### config.mk
export PLATFORM = sky130hd
export DESIGN_NAME = rom_dl_router_flat
export DESIGN_NICKNAME = d
export VERILOG_FILES = /design/src/rtl/rom_dl_router_pkg.sv /design/src/rtl/rom_dl_router_if.sv /design/src/rtl/rom_dl_router_rst_seq.sv /design/src/rtl/rom_dl_router.sv /design/src/flat_wrapper.sv
export SDC_FILE = /design/constraint.sdc
export NUM_CORES = 1
export LEC_CHECK = 0
export BUFFER_PORTS_ARGS = -buffer_cell sky130_fd_sc_hd__clkbuf_2
export CORE_AREA = 10 10 115 117
export CTS_CLUSTER_DIAMETER = 30
export DETAILED_ROUTE_END_ITERATION = 7
export DIE_AREA = 0 0 125 127
export GPL_TIMING_DRIVEN = 0
export SYNTH_ARGS = -nofsm -noshare
export SYNTH_HDL_FRONTEND = slang
export SYNTH_SLANG_ARGS = --single-unit
### constraint.sdc
create_clock -name clk_sys -period 7.9 [get_ports clk_sys]
set_input_delay 1.185 -clock clk_sys [delete_from_list [all_inputs] [get_ports clk_sys]]
set_output_delay 1.185 -clock clk_sys [all_outputs]
set_load 0.005 [all_outputs]
### src/rtl/rom_dl_router_pkg.sv
// Shared types and helpers for the ROM download router (package mcr_dl_pkg).
// Region lookup works on zero-extended MAX_ADDR_W addresses so any ADDR_W <= 32 fits.
package mcr_dl_pkg;

    localparam int SEL_W       = 3;
    localparam int MAX_REGIONS = 8;
    localparam int MAX_ADDR_W  = 32;

    typedef enum logic {IDLE, WAIT} dl_state_t;

    // Bases are strictly ascending, so the last base not above addr wins.
    function automatic logic [SEL_W-1:0] region_lookup(
        input logic [MAX_ADDR_W-1:0]                  addr,
        input logic [MAX_REGIONS-1:0][MAX_ADDR_W-1:0] bases,
        input int                                     n
    );
        logic [SEL_W-1:0] sel;
        sel = '0;
        for (int i = 0; i < MAX_REGIONS; i++) begin
            if (i < n && bases[i] <= addr) sel = i[SEL_W-1:0];
        end
        return sel;
    endfunction

endpackage

### src/rtl/rom_dl_router_if.sv
// ioctl download stream plus per-region req/ack memory port bundle.
// slave = router side, master = hps_io/loader side.
interface rom_dl_router_if #(
    parameter int NUM_REGIONS = 4,
    parameter int ADDR_W      = 25
);
    logic                   ioctl_download;
    logic                   ioctl_wr;
    logic [ADDR_W-1:0]      ioctl_addr;
    logic [7:0]             ioctl_dout;
    logic [7:0]             ioctl_index;
    logic                   ioctl_wait;
    logic [NUM_REGIONS-1:0] port_req;
    logic [NUM_REGIONS-1:0] port_ack;
    logic [ADDR_W-1:0]      port_a;
    logic [7:0]             port_d;
    logic [2:0]             port_sel;

    modport slave (
        input  ioctl_download, ioctl_wr, ioctl_addr, ioctl_dout, ioctl_index, port_ack,
        output ioctl_wait, port_req, port_a, port_d, port_sel
    );

    modport master (
        output ioctl_download, ioctl_wr, ioctl_addr, ioctl_dout, ioctl_index, port_ack,
        input  ioctl_wait, port_req, port_a, port_d, port_sel
    );
endinterface

### src/rtl/rom_dl_router_rst_seq.sv
// Core reset sequencer: rom_loaded edge detect, hold counter and registered core_reset
// (including the delayed second pulse when the hold counter passes 1).
module rst_seq #(
    parameter logic [15:0] RST_HOLD = 16'hFFFF
) (
    input  logic clk_sys,
    input  logic reset,
    input  logic user_reset,
    input  logic dl_active,
    output logic rom_loaded,
    output logic core_reset
);

    logic        dl_active_q;
    logic [15:0] hold_q;

    always_ff @(posedge clk_sys) begin
        if (reset) begin
            dl_active_q <= 1'b0;
            rom_loaded  <= 1'b0;
            hold_q      <= RST_HOLD;
            core_reset  <= 1'b1;
        end else begin
            dl_active_q <= dl_active;
            if (dl_active_q && !dl_active) rom_loaded <= 1'b1;
            if (user_reset || !rom_loaded)
                hold_q <= RST_HOLD;
            else if (hold_q != 16'd0)
                hold_q <= hold_q - 16'd1;
            core_reset <= user_reset | dl_active | ~rom_loaded | (hold_q == 16'd1);
        end
    end

endmodule

### src/rtl/rom_dl_router.sv
// ROM download router: maps ioctl writes onto per-region toggle req/ack ports.
// Optional ack watchdog is built when DL_TIMEOUT_EN is defined.
module rom_dl_router
    import mcr_dl_pkg::*;
#(
    parameter int                          NUM_REGIONS = 4,
    parameter int                          ADDR_W      = 25,
    parameter logic [NUM_REGIONS*ADDR_W-1:0] REGION_BASE =
        {25'h32000, 25'h12000, 25'h0E000, 25'h00000},
    parameter logic [ADDR_W-1:0]           ROM_END     = 25'h3A000,
    parameter logic [7:0]                  ROM_INDEX   = 8'd0,
    parameter logic [15:0]                 RST_HOLD    = 16'hFFFF,
    parameter int                          ACK_TIMEOUT = 1023
) (
    input  logic                   clk_sys,
    input  logic                   reset,
    input  logic                   user_reset,
    rom_dl_router_if.slave         bus,
    output logic                   rom_loaded,
    output logic                   core_reset,
    output logic                   dl_err
);

    function automatic logic [NUM_REGIONS-1:0] sel_oh(input logic [SEL_W-1:0] s);
        logic [NUM_REGIONS-1:0] oh;
        for (int i = 0; i < NUM_REGIONS; i++) oh[i] = (s == i[SEL_W-1:0]);
        return oh;
    endfunction

    dl_state_t              state_q, state_nxt;
    logic [NUM_REGIONS-1:0] req_q, req_nxt, oh_cur;
    logic [ADDR_W-1:0]      a_q, a_nxt;
    logic [7:0]             d_q, d_nxt;
    logic [SEL_W-1:0]       sel_q, sel_nxt, sel_new;
    logic                   wait_q, wait_nxt, err_q, err_nxt;
    logic                   dl_active, wr_ok, busy_wr, acked, timeout;
    logic [MAX_REGIONS-1:0][MAX_ADDR_W-1:0] bases_ext;
    logic [MAX_ADDR_W-1:0]  addr_ext;

    always_comb begin
        bases_ext = '0;
        for (int i = 0; i < NUM_REGIONS; i++)
            bases_ext[i][ADDR_W-1:0] = REGION_BASE[i*ADDR_W +: ADDR_W];
        addr_ext = '0;
        addr_ext[ADDR_W-1:0] = bus.ioctl_addr;
    end

    assign dl_active = bus.ioctl_download && (bus.ioctl_index == ROM_INDEX);
    assign wr_ok     = bus.ioctl_wr && dl_active && (bus.ioctl_addr < ROM_END);
    assign busy_wr   = bus.ioctl_wr && dl_active;
    assign sel_new   = region_lookup(addr_ext, bases_ext, NUM_REGIONS);
    assign oh_cur    = sel_oh(sel_q);
    assign acked     = (|(bus.port_ack & oh_cur)) == (|(req_q & oh_cur));

`ifdef DL_TIMEOUT_EN
    localparam int TMO_W = $clog2(ACK_TIMEOUT + 1);
    logic [TMO_W-1:0] tmo_q;

    always_ff @(posedge clk_sys) begin
        if (reset || state_q != WAIT) tmo_q <= '0;
        else                          tmo_q <= tmo_q + TMO_W'(1);
    end

    assign timeout = (state_q == WAIT) && !acked && (tmo_q == TMO_W'(ACK_TIMEOUT - 1));
`else
    assign timeout = 1'b0;
`endif

    always_ff @(posedge clk_sys) begin
        if (reset) begin
            state_q <= IDLE;
            req_q   <= '0;
            a_q     <= '0;
            d_q     <= '0;
            sel_q   <= '0;
            wait_q  <= 1'b0;
            err_q   <= 1'b0;
        end else begin
            state_q <= state_nxt;
            req_q   <= req_nxt;
            a_q     <= a_nxt;
            d_q     <= d_nxt;
            sel_q   <= sel_nxt;
            wait_q  <= wait_nxt;
            err_q   <= err_nxt;
        end
    end

    always_comb begin
        state_nxt = state_q;
        case (state_q)
            IDLE:    if (wr_ok) state_nxt = WAIT;
            WAIT:    if (acked || timeout) state_nxt = IDLE;
            default: state_nxt = IDLE;
        endcase
    end

    // A write landing in WAIT only flags the error; it never disturbs the pending transfer.
    always_comb begin
        req_nxt  = req_q;
        a_nxt    = a_q;
        d_nxt    = d_q;
        sel_nxt  = sel_q;
        wait_nxt = wait_q;
        err_nxt  = err_q;
        case (state_q)
            IDLE: begin
                if (wr_ok) begin
                    a_nxt    = bus.ioctl_addr - bases_ext[sel_new][ADDR_W-1:0];
                    d_nxt    = bus.ioctl_dout;
                    sel_nxt  = sel_new;
                    req_nxt  = req_q ^ sel_oh(sel_new);
                    wait_nxt = 1'b1;
                end
            end
            WAIT: begin
                if (busy_wr) err_nxt = 1'b1;
                if (acked) begin
                    wait_nxt = 1'b0;
                end else if (timeout) begin
                    req_nxt  = (req_q & ~oh_cur) | (bus.port_ack & oh_cur);
                    wait_nxt = 1'b0;
                    err_nxt  = 1'b1;
                end
            end
            default: ;
        endcase
    end

    assign bus.ioctl_wait = wait_q;
    assign bus.port_req   = req_q;
    assign bus.port_a     = a_q;
    assign bus.port_d     = d_q;
    assign bus.port_sel   = sel_q;
    assign dl_err         = err_q;

    rst_seq #(.RST_HOLD(RST_HOLD)) u_rst_seq (
        .clk_sys    (clk_sys),
        .reset      (reset),
        .user_reset (user_reset),
        .dl_active  (dl_active),
        .rom_loaded (rom_loaded),
        .core_reset (core_reset)
    );

endmodule

### src/flat_wrapper.sv
// flat-port wrapper written by rule: the top's interface ports become plain ports
module rom_dl_router_flat import mcr_dl_pkg::*;
#(
    parameter int                          NUM_REGIONS = 4,
    parameter int                          ADDR_W      = 25,
    parameter logic [NUM_REGIONS*ADDR_W-1:0] REGION_BASE =
        {25'h32000, 25'h12000, 25'h0E000, 25'h00000},
    parameter logic [ADDR_W-1:0]           ROM_END     = 25'h3A000,
    parameter logic [7:0]                  ROM_INDEX   = 8'd0,
    parameter logic [15:0]                 RST_HOLD    = 16'hFFFF,
    parameter int                          ACK_TIMEOUT = 1023
)
  (clk_sys, reset, user_reset, rom_loaded, core_reset, dl_err, bus_ioctl_download, bus_ioctl_wr, bus_ioctl_addr, bus_ioctl_dout, bus_ioctl_index, bus_port_ack, bus_ioctl_wait, bus_port_req, bus_port_a, bus_port_d, bus_port_sel);
  rom_dl_router_if #(.NUM_REGIONS(NUM_REGIONS), .ADDR_W(ADDR_W)) bus_i ();
  input  logic clk_sys;
  input  logic reset;
  input  logic user_reset;
  output logic rom_loaded;
  output logic core_reset;
  output logic dl_err;
  input wire logic [$bits(bus_i.ioctl_download)-1:0] bus_ioctl_download;
  input wire logic [$bits(bus_i.ioctl_wr)-1:0] bus_ioctl_wr;
  input wire logic [$bits(bus_i.ioctl_addr)-1:0] bus_ioctl_addr;
  input wire logic [$bits(bus_i.ioctl_dout)-1:0] bus_ioctl_dout;
  input wire logic [$bits(bus_i.ioctl_index)-1:0] bus_ioctl_index;
  input wire logic [$bits(bus_i.port_ack)-1:0] bus_port_ack;
  output wire logic [$bits(bus_i.ioctl_wait)-1:0] bus_ioctl_wait;
  output wire logic [$bits(bus_i.port_req)-1:0] bus_port_req;
  output wire logic [$bits(bus_i.port_a)-1:0] bus_port_a;
  output wire logic [$bits(bus_i.port_d)-1:0] bus_port_d;
  output wire logic [$bits(bus_i.port_sel)-1:0] bus_port_sel;
  assign bus_i.ioctl_download = bus_ioctl_download;
  assign bus_i.ioctl_wr = bus_ioctl_wr;
  assign bus_i.ioctl_addr = bus_ioctl_addr;
  assign bus_i.ioctl_dout = bus_ioctl_dout;
  assign bus_i.ioctl_index = bus_ioctl_index;
  assign bus_i.port_ack = bus_port_ack;
  assign bus_ioctl_wait = bus_i.ioctl_wait;
  assign bus_port_req = bus_i.port_req;
  assign bus_port_a = bus_i.port_a;
  assign bus_port_d = bus_i.port_d;
  assign bus_port_sel = bus_i.port_sel;
  rom_dl_router #(.NUM_REGIONS(NUM_REGIONS), .ADDR_W(ADDR_W), .REGION_BASE(REGION_BASE), .ROM_END(ROM_END), .ROM_INDEX(ROM_INDEX), .RST_HOLD(RST_HOLD), .ACK_TIMEOUT(ACK_TIMEOUT)) u_core (.clk_sys(clk_sys), .reset(reset), .user_reset(user_reset), .bus(bus_i), .rom_loaded(rom_loaded), .core_reset(core_reset), .dl_err(dl_err));
endmodule
==> flow_summary.toml, run 1 <==
[status]
status = "finished clean"

[clocking]
cts.sinks = 61
clk_latency_ps = 320
ctsHoldBuffers = 0
cts_buffer_depth = 2
numCtsBuffers = 9
cts_tree = "built"
root_buffer = "clkbuf_16"
cts_max_level = 3
clk_pin_slew_ps = 50
cts_resized = 0
postCtsSetupBuffers = 0

[setup_path]
r2r_setup_slack_ps = 5850
crit_type = "primary input to flop"
slowest_stage = "or4_1"
r2r-start = "u_core.u_rst_seq.hold_q[0]$_SDFFE_PP1P_"
worstPathCellList = "clkbuf_2, or4_1, or3_1, clkbuf_1, or3_1, clkbuf_1, ha_1, nor2b_1, o21a_1, a21bo_2, a2111o_1, a21oi_1"
cp_max_fo = 9
cpPeakStageDelay_ps = 560
cp-end-kind = "flop"
worstPathRequired_ps = 8150
critPathLaunchType = "primary input"
cp.arrival_ps = 4380
critPathLaunch = "bus_ioctl_addr[18]"

[routing]
drc = 0
routed_via_density = 4.565
drtIter0Drc = 125
detail-route-antenna-nets = 0
drt-total-wl_mm = 7.987
wire_per_inst_um = 14.11
first_pass_iters = 6
vias = 2584

[power]
total_power_uw = 693.9
intPower_uw = 547.9
p_per_area_nw_per_um2 = 193.0
p_comb_frac = 0.046
pwr-share-seq = 0.444
power_frac_clock = 0.510
ir_drop_mv = 0.07140
p_leak_uw = 0.001405
p_sw_uw = 146.0
switching_share = 0.2104

[grt]
grt_pass1_wl_mm = 12.76
grt_use_met3 = 0.03309
use_met1 = 0.1093
use_met2 = 0.1703
busiest_layer = "met2"
grt_max_degree = 11
grtUsageTotal = 0.09862
grt_pass1_vias = 2557
globalRouteOverflowTotal = 0
antenna_found_initial = 0

[min_path]
worst_hold_path_type = "flop to flop"
hold_path.startpoint = "u_core.bus.port_a[6]$_SDFFE_PP0P_"

[sta]
setup_viol = 0
skew_ps = 3.158
min_period_over_period = 0.5221
relSlewSlack = 0.4278
hold_viol = 0
tightest_slew_ps = 856.5
period_needed_ps = 4124
fmax_mhz = 242.5
fin_tns_setup_ps = 0
rsz0062_at_grt = "no"
slew_viol_final = 0

[synth]
synth_cells = 318
yosysWarnings = 0
avgSynthCellArea_um2 = 8.471
synth_edf_count = 0
syn_nets = 376
synth-async-reset-ratio = 0
netlist_area_um2 = 2694
ys_seq_elements = 61
ys_seq_area_frac = 0.4533
yosysUniqueCellTypes = 49
synth_ff_type = "dfxtp_1"

[floorplan]
dieHeight_um = 127
dieArea_um2 = 15880
io_pins = 94
start_util = 0.2421
rows = 39
die_w_um = 125
core-area_um2 = 11130

[finish]
final_cell_mix = "91 x clkbuf_2, 69 x nand2_1, 61 x dfxtp_1"
syn2layout_area_growth_pct = 33.44
mostFrequentLayoutCell = "clkbuf_2"
finalNetCount = 478
diodes = 0
drive_above_1_share = 0.2671

[placement]
dp_hpwl_mm = 6.379
gp_congestion = 0.7518
portBuffers = 91

[job]
maxCapViolCount = 0
layout make-up:
cell class	count	area, µm²
buffer	16	65.06
clock buffer	12	256.5
clock inverter	2	10.01
fill	1208	7531
inverter	6	22.52
multi-input combinational	235	1385
sequential	61	1221
tap	143	178.9
timing repair buffer	91	455.4
cells by family (layout without fill, tap and decap cells):
logic type	after synthesis	after routing	synth area share
xor gates and xnor gates	17	17	0.05527
AOI/OAI and AO/OA	63	63	0.1398
adders and majority gates	8	8	0.03994
DFF	61	61	0.4533
muxes	2	2	0.01208
buffers and inverters	22	127	0.03251
and+or+nand+nor	144	144	0.2657
other	1	1	0.001392
synth_stat cells, drive strengths merged, types with 4 or more instances:
| library cell | count | area (µm²) |
|---|---|---|
| clkbuf | 14 | 52.55 |
| xor2 | 5 | 43.79 |
| a211oi | 4 | 30.03 |
| nor2 | 18 | 67.56 |
| nor4 | 9 | 56.30 |
| inv | 6 | 22.52 |
| dfxtp | 61 | 1221 |
| ha | 7 | 87.58 |
| or3 | 5 | 36.28 |
| nand3 | 6 | 30.03 |
| nor2b | 4 | 25.02 |
| nand2 | 69 | 259.0 |
| o21ai | 7 | 35.03 |
| xnor2 | 12 | 105.1 |
| or4b | 4 | 43.79 |
| nor3 | 8 | 45.04 |
| a21oi | 38 | 190.2 |
| or4 | 4 | 30.03 |
sequential cells by signal, summed over array words and instances (netlist names), 2 cells and up:
name and cells:
u_core.bus.port_a 25, u_core.u_rst_seq.hold_q 16, u_core.bus.port_d 8, u_core.bus.port_sel 2, u_core.bus.port_req 4
metal layers:
metal	share of wire	wire length [µm]
met4	0.0096	77
met1	0.42	3371
met2	0.51	4052
met3	0.061	485
met5	0	0
worst max-delay path: cells and delay by family:
| family | cells | cell delay, ps |
|---|---|---|
| AOI/OAI and AO/OA | 4 | 1040 |
| adders and majority gates | 1 | 290 |
| buffers and inverters | 3 | 460 |
| and+or+nand+nor | 4 | 1390 |
power by group through the flow:
stage / Clock (µW) / Sequential, µW / Combinational, µW
floorplan: 0 / 314 / 13.8
global placement: 0 / 314 / 30.9
detailed placement: 0 / 314 / 31.7
CTS: 367 / 308 / 31.9
global route: 380 / 308 / 35.4
finish: 354 / 308 / 31.6
stage by stage:
step / utilization / hold slack, ps / setup slack [ps] / std cells / cell area, µm²
after CTS: 0.3231 / 452.0 / 3779 / 566 / 3595
after global routing: 0.3231 / 466.7 / 3635 / 566 / 3595
after floorplan: - / 433.3 / 3800 / 318 / 2694
final: 0.3231 / 448.2 / 3776 / 566 / 3595
after global placement: 0.2991 / 438.0 / 3496 / 552 / 3328
after detailed placement: 0.2991 / 445.1 / 3443 / 552 / 3328
worst paths after layout:
path / endpoint / depth (start not counted)
setup / recovery: u_core.bus.port_a[24]$_SDFFE_PP0P_ / 12
hold / removal: u_core.bus.port_a[6]$_SDFFE_PP0P_ / 2
setup reg to reg: u_core.u_rst_seq.hold_q[11]$_SDFFE_PP1P_ / 7
hold reg to reg: u_core.bus.port_a[6]$_SDFFE_PP0P_ / 2
Power figures use the tool's default switching activity.
==> inputs of run 2 (changes only) <==
ABC_AREA = 1   (was not set)
CORE_AREA = 10 10 117 119   (was 10 10 115 117)
DIE_AREA = 0 0 127 129   (was 0 0 125 127)
clock period = 4 ns   (was 7.9 ns; I/O delays follow)
==> flow_summary.toml, run 2 <==
[status]
status = "finished clean"

[synth]
synth.most_common_cell = "nor2_1"
synth_edf_count = 0
yosysWarnings = 0
yosysUniqueCellTypes = 30
ys_seq_elements = 61
avgSynthCellArea_um2 = 7.237
netlist_area_um2 = 2779
synth_largest_area_cell = "dfxtp_1"
synth_commonest_cells = "93 x nor2_1, 69 x nand2_1, 61 x dfxtp_1, 34 x o21ai_0, 28 x inv_1"
synth-async-reset-ratio = 0
syn_nets = 442
ys_top_cells_by_area = "dfxtp_1 44%, nor2_1 13%, nand2_1 9.3%"
synth_cells = 384
synth.top_cell.area_share = 0.4394
synth_ff_type = "dfxtp_1"
ys_seq_area_frac = 0.4394

[job]
maxCapViolCount = 0

[routing]
wire_per_inst_um = 13.15
wl_met1_mm = 3.700
detail-route-antenna-nets = 0
drtIter0Drc = 179
topRoutingLayerUsed = "met4"
first_pass_iters = 4
vias = 2796
routed_via_density = 4.410
drc = 0
wl_met3_um = 779
drt-total-wl_mm = 8.335
dr_wl_met2_mm = 3.721

[sta]
final.setup.worst_slack_ps = 1266
fin_tns_setup_ps = 0
slew_viol_final = 0
setup_viol = 0
skew_ps = 4.807
hold_viol = 0
min_period_over_period = 0.6834
rsz0062_at_grt = "no"
relSlewSlack = 0.5166
period_needed_ps = 2734
fmax_mhz = 365.8
tightest_slew_ps = 719.6

[min_path]
worst_hold_path_type = "flop to flop"

[setup_path]
slowest_stage = "fa_1"
cp-end-kind = "flop"
crit_type = "primary input to flop"
worstPathCellList = "clkbuf_2, nor2_2, nand2_1, nor2_1, inv_1, nor2_1, inv_1, ha_1, fa_1, o21ai_0, nand2_1, a31oi_1, nor2_1"
critical_path.top_delay_family = "simple AND/OR/NAND/NOR gates"
worst_path_most_repeated_cell = "nor2_1"
cp_max_fo = 4
crit_buf_inv = 3
worstPathRequired_ps = 4210
cp.arrival_ps = 2940
critPathLaunchType = "primary input"
cpPeakStageDelay_ps = 400

[clocking]
cts_tree = "built"
numCtsBuffers = 9
clk_pin_slew_ps = 50
postCtsSetupBuffers = 0
cts.sinks = 61
ctsHoldBuffers = 0
root_buffer = "clkbuf_16"
cts_max_level = 3
cts_resized = 0
clk_latency_ps = 330
cts_buffer_depth = 2

[finish]
drive_above_1_share = 0.2403
syn2layout_area_growth_pct = 33.90
final_cell_mix = "93 x nor2_1, 91 x clkbuf_2, 69 x nand2_1"
diodes = 0
finalNetCount = 544
largest_reg_flops = 25
final_core_utilization = 0.3287
fillerInstances = 1202
mostFrequentLayoutCell = "nor2_1"
final_cells = 634
seqCellArea_um2 = 1221
multi_input_area_um2 = 1359

[placement]
dp_hpwl_mm = 6.711
placedCellCount = 618
dp_slack_ps = 940.8
portBuffers = 91
gp_congestion = 0.8572

[floorplan]
io_pins = 94
core-area_um2 = 11320
rows = 39
die_w_um = 127
dieHeight_um = 129
dieArea_um2 = 16380
start_util = 0.2455

[grt]
antenna_found_initial = 0
grtUsageTotal = 0.1027
globalRouteOverflowTotal = 0
grt_pass1_wl_mm = 13.63
grt_pass1_vias = 2825
grt_max_degree = 11

[power]
ir_drop_mv = 0.2072
p_leak_uw = 0.001809
p_per_area_nw_per_um2 = 397.2
total_power_uw = 1478
-- run 2: cell types whose count changed after synthesis, sizes merged, moves of 9 or more --
cell and change:
nor2 +77, o21ai +32, a21oi -25, inv +23
nand3 +13, clkbuf -10, nor4 -9
-- run 2: through the flow --
stage          area (µm²)  hold WS [ps]
2_1_floorplan        2779         434.0
3_3_place_gp         3413         450.9
3_5_place_dp         3413         460.5
4_1_cts              3721         468.8
5_1_grt              3721         499.5
6_report             3721         465.7
-- run 2: worst paths after layout --
check / startpoint / endpoint / slack [ps] / cells after the start
min reg2reg: u_core.bus.ioctl_wait$_SDFFE_PP0P_ / u_core.bus.ioctl_wait$_SDFFE_PP0P_ / 470 / 2
max: bus_ioctl_addr[18] / u_core.bus.port_a[21]$_SDFFE_PP0P_ / 1270 / 13
min: u_core.bus.ioctl_wait$_SDFFE_PP0P_ / u_core.bus.ioctl_wait$_SDFFE_PP0P_ / 470 / 2
max reg2reg: u_core.u_rst_seq.hold_q[0]$_SDFFE_PP1P_ / u_core.u_rst_seq.hold_q[0]$_SDFFE_PP1P_ / 2300 / 8
-- run 2: cells by family after synthesis --
group,count (synthesis),synth area share
adders and majority gates,8,0.03872
xor gates and xnor gates,18,0.05673
and+or+nand+nor,192,0.2778
buffers and inverters,44,0.07159
other,1,0.001349
DFF,61,0.4394
AOI/OAI and AO/OA,60,0.1144
-- run 2: worst reg2reg max path: stages, from the launching register on --
cell and delay [ps]:
dfxtp_1 410, inv_1 100, ha_1 250, nand2_1 120, nor2_1 80, nand2_1 90
clkbuf_1 380, nand2_1 100, nand3_1 100
-- run 2: area by class of cell --
type                            instances  area share
Buffer                                 14     0.02320
Clock buffer                           11     0.06254
Clock inverter                          5     0.02017
Inverter                               30     0.03026
Multi-Input combinational cell        279      0.3652
Sequential cell                        61      0.3282
Tap cell                              143     0.04808
Timing Repair Buffer                   91      0.1224
-- run 2: power by group --
part,internal [µW],switching [µW],total [µW]
registers,608,0.0195,609
clock network,541,265,806
logic,29.8,33.6,63.4
total,1180,298,1480
-- run 2: metal layers --
metal / vias up / track usage
met5: - / 0
met4: 0 / 0.04689
met3: 11 / 0.04189
met2: 100 / 0.1634
met1: 1258 / 0.1188
li1: 1427 / -
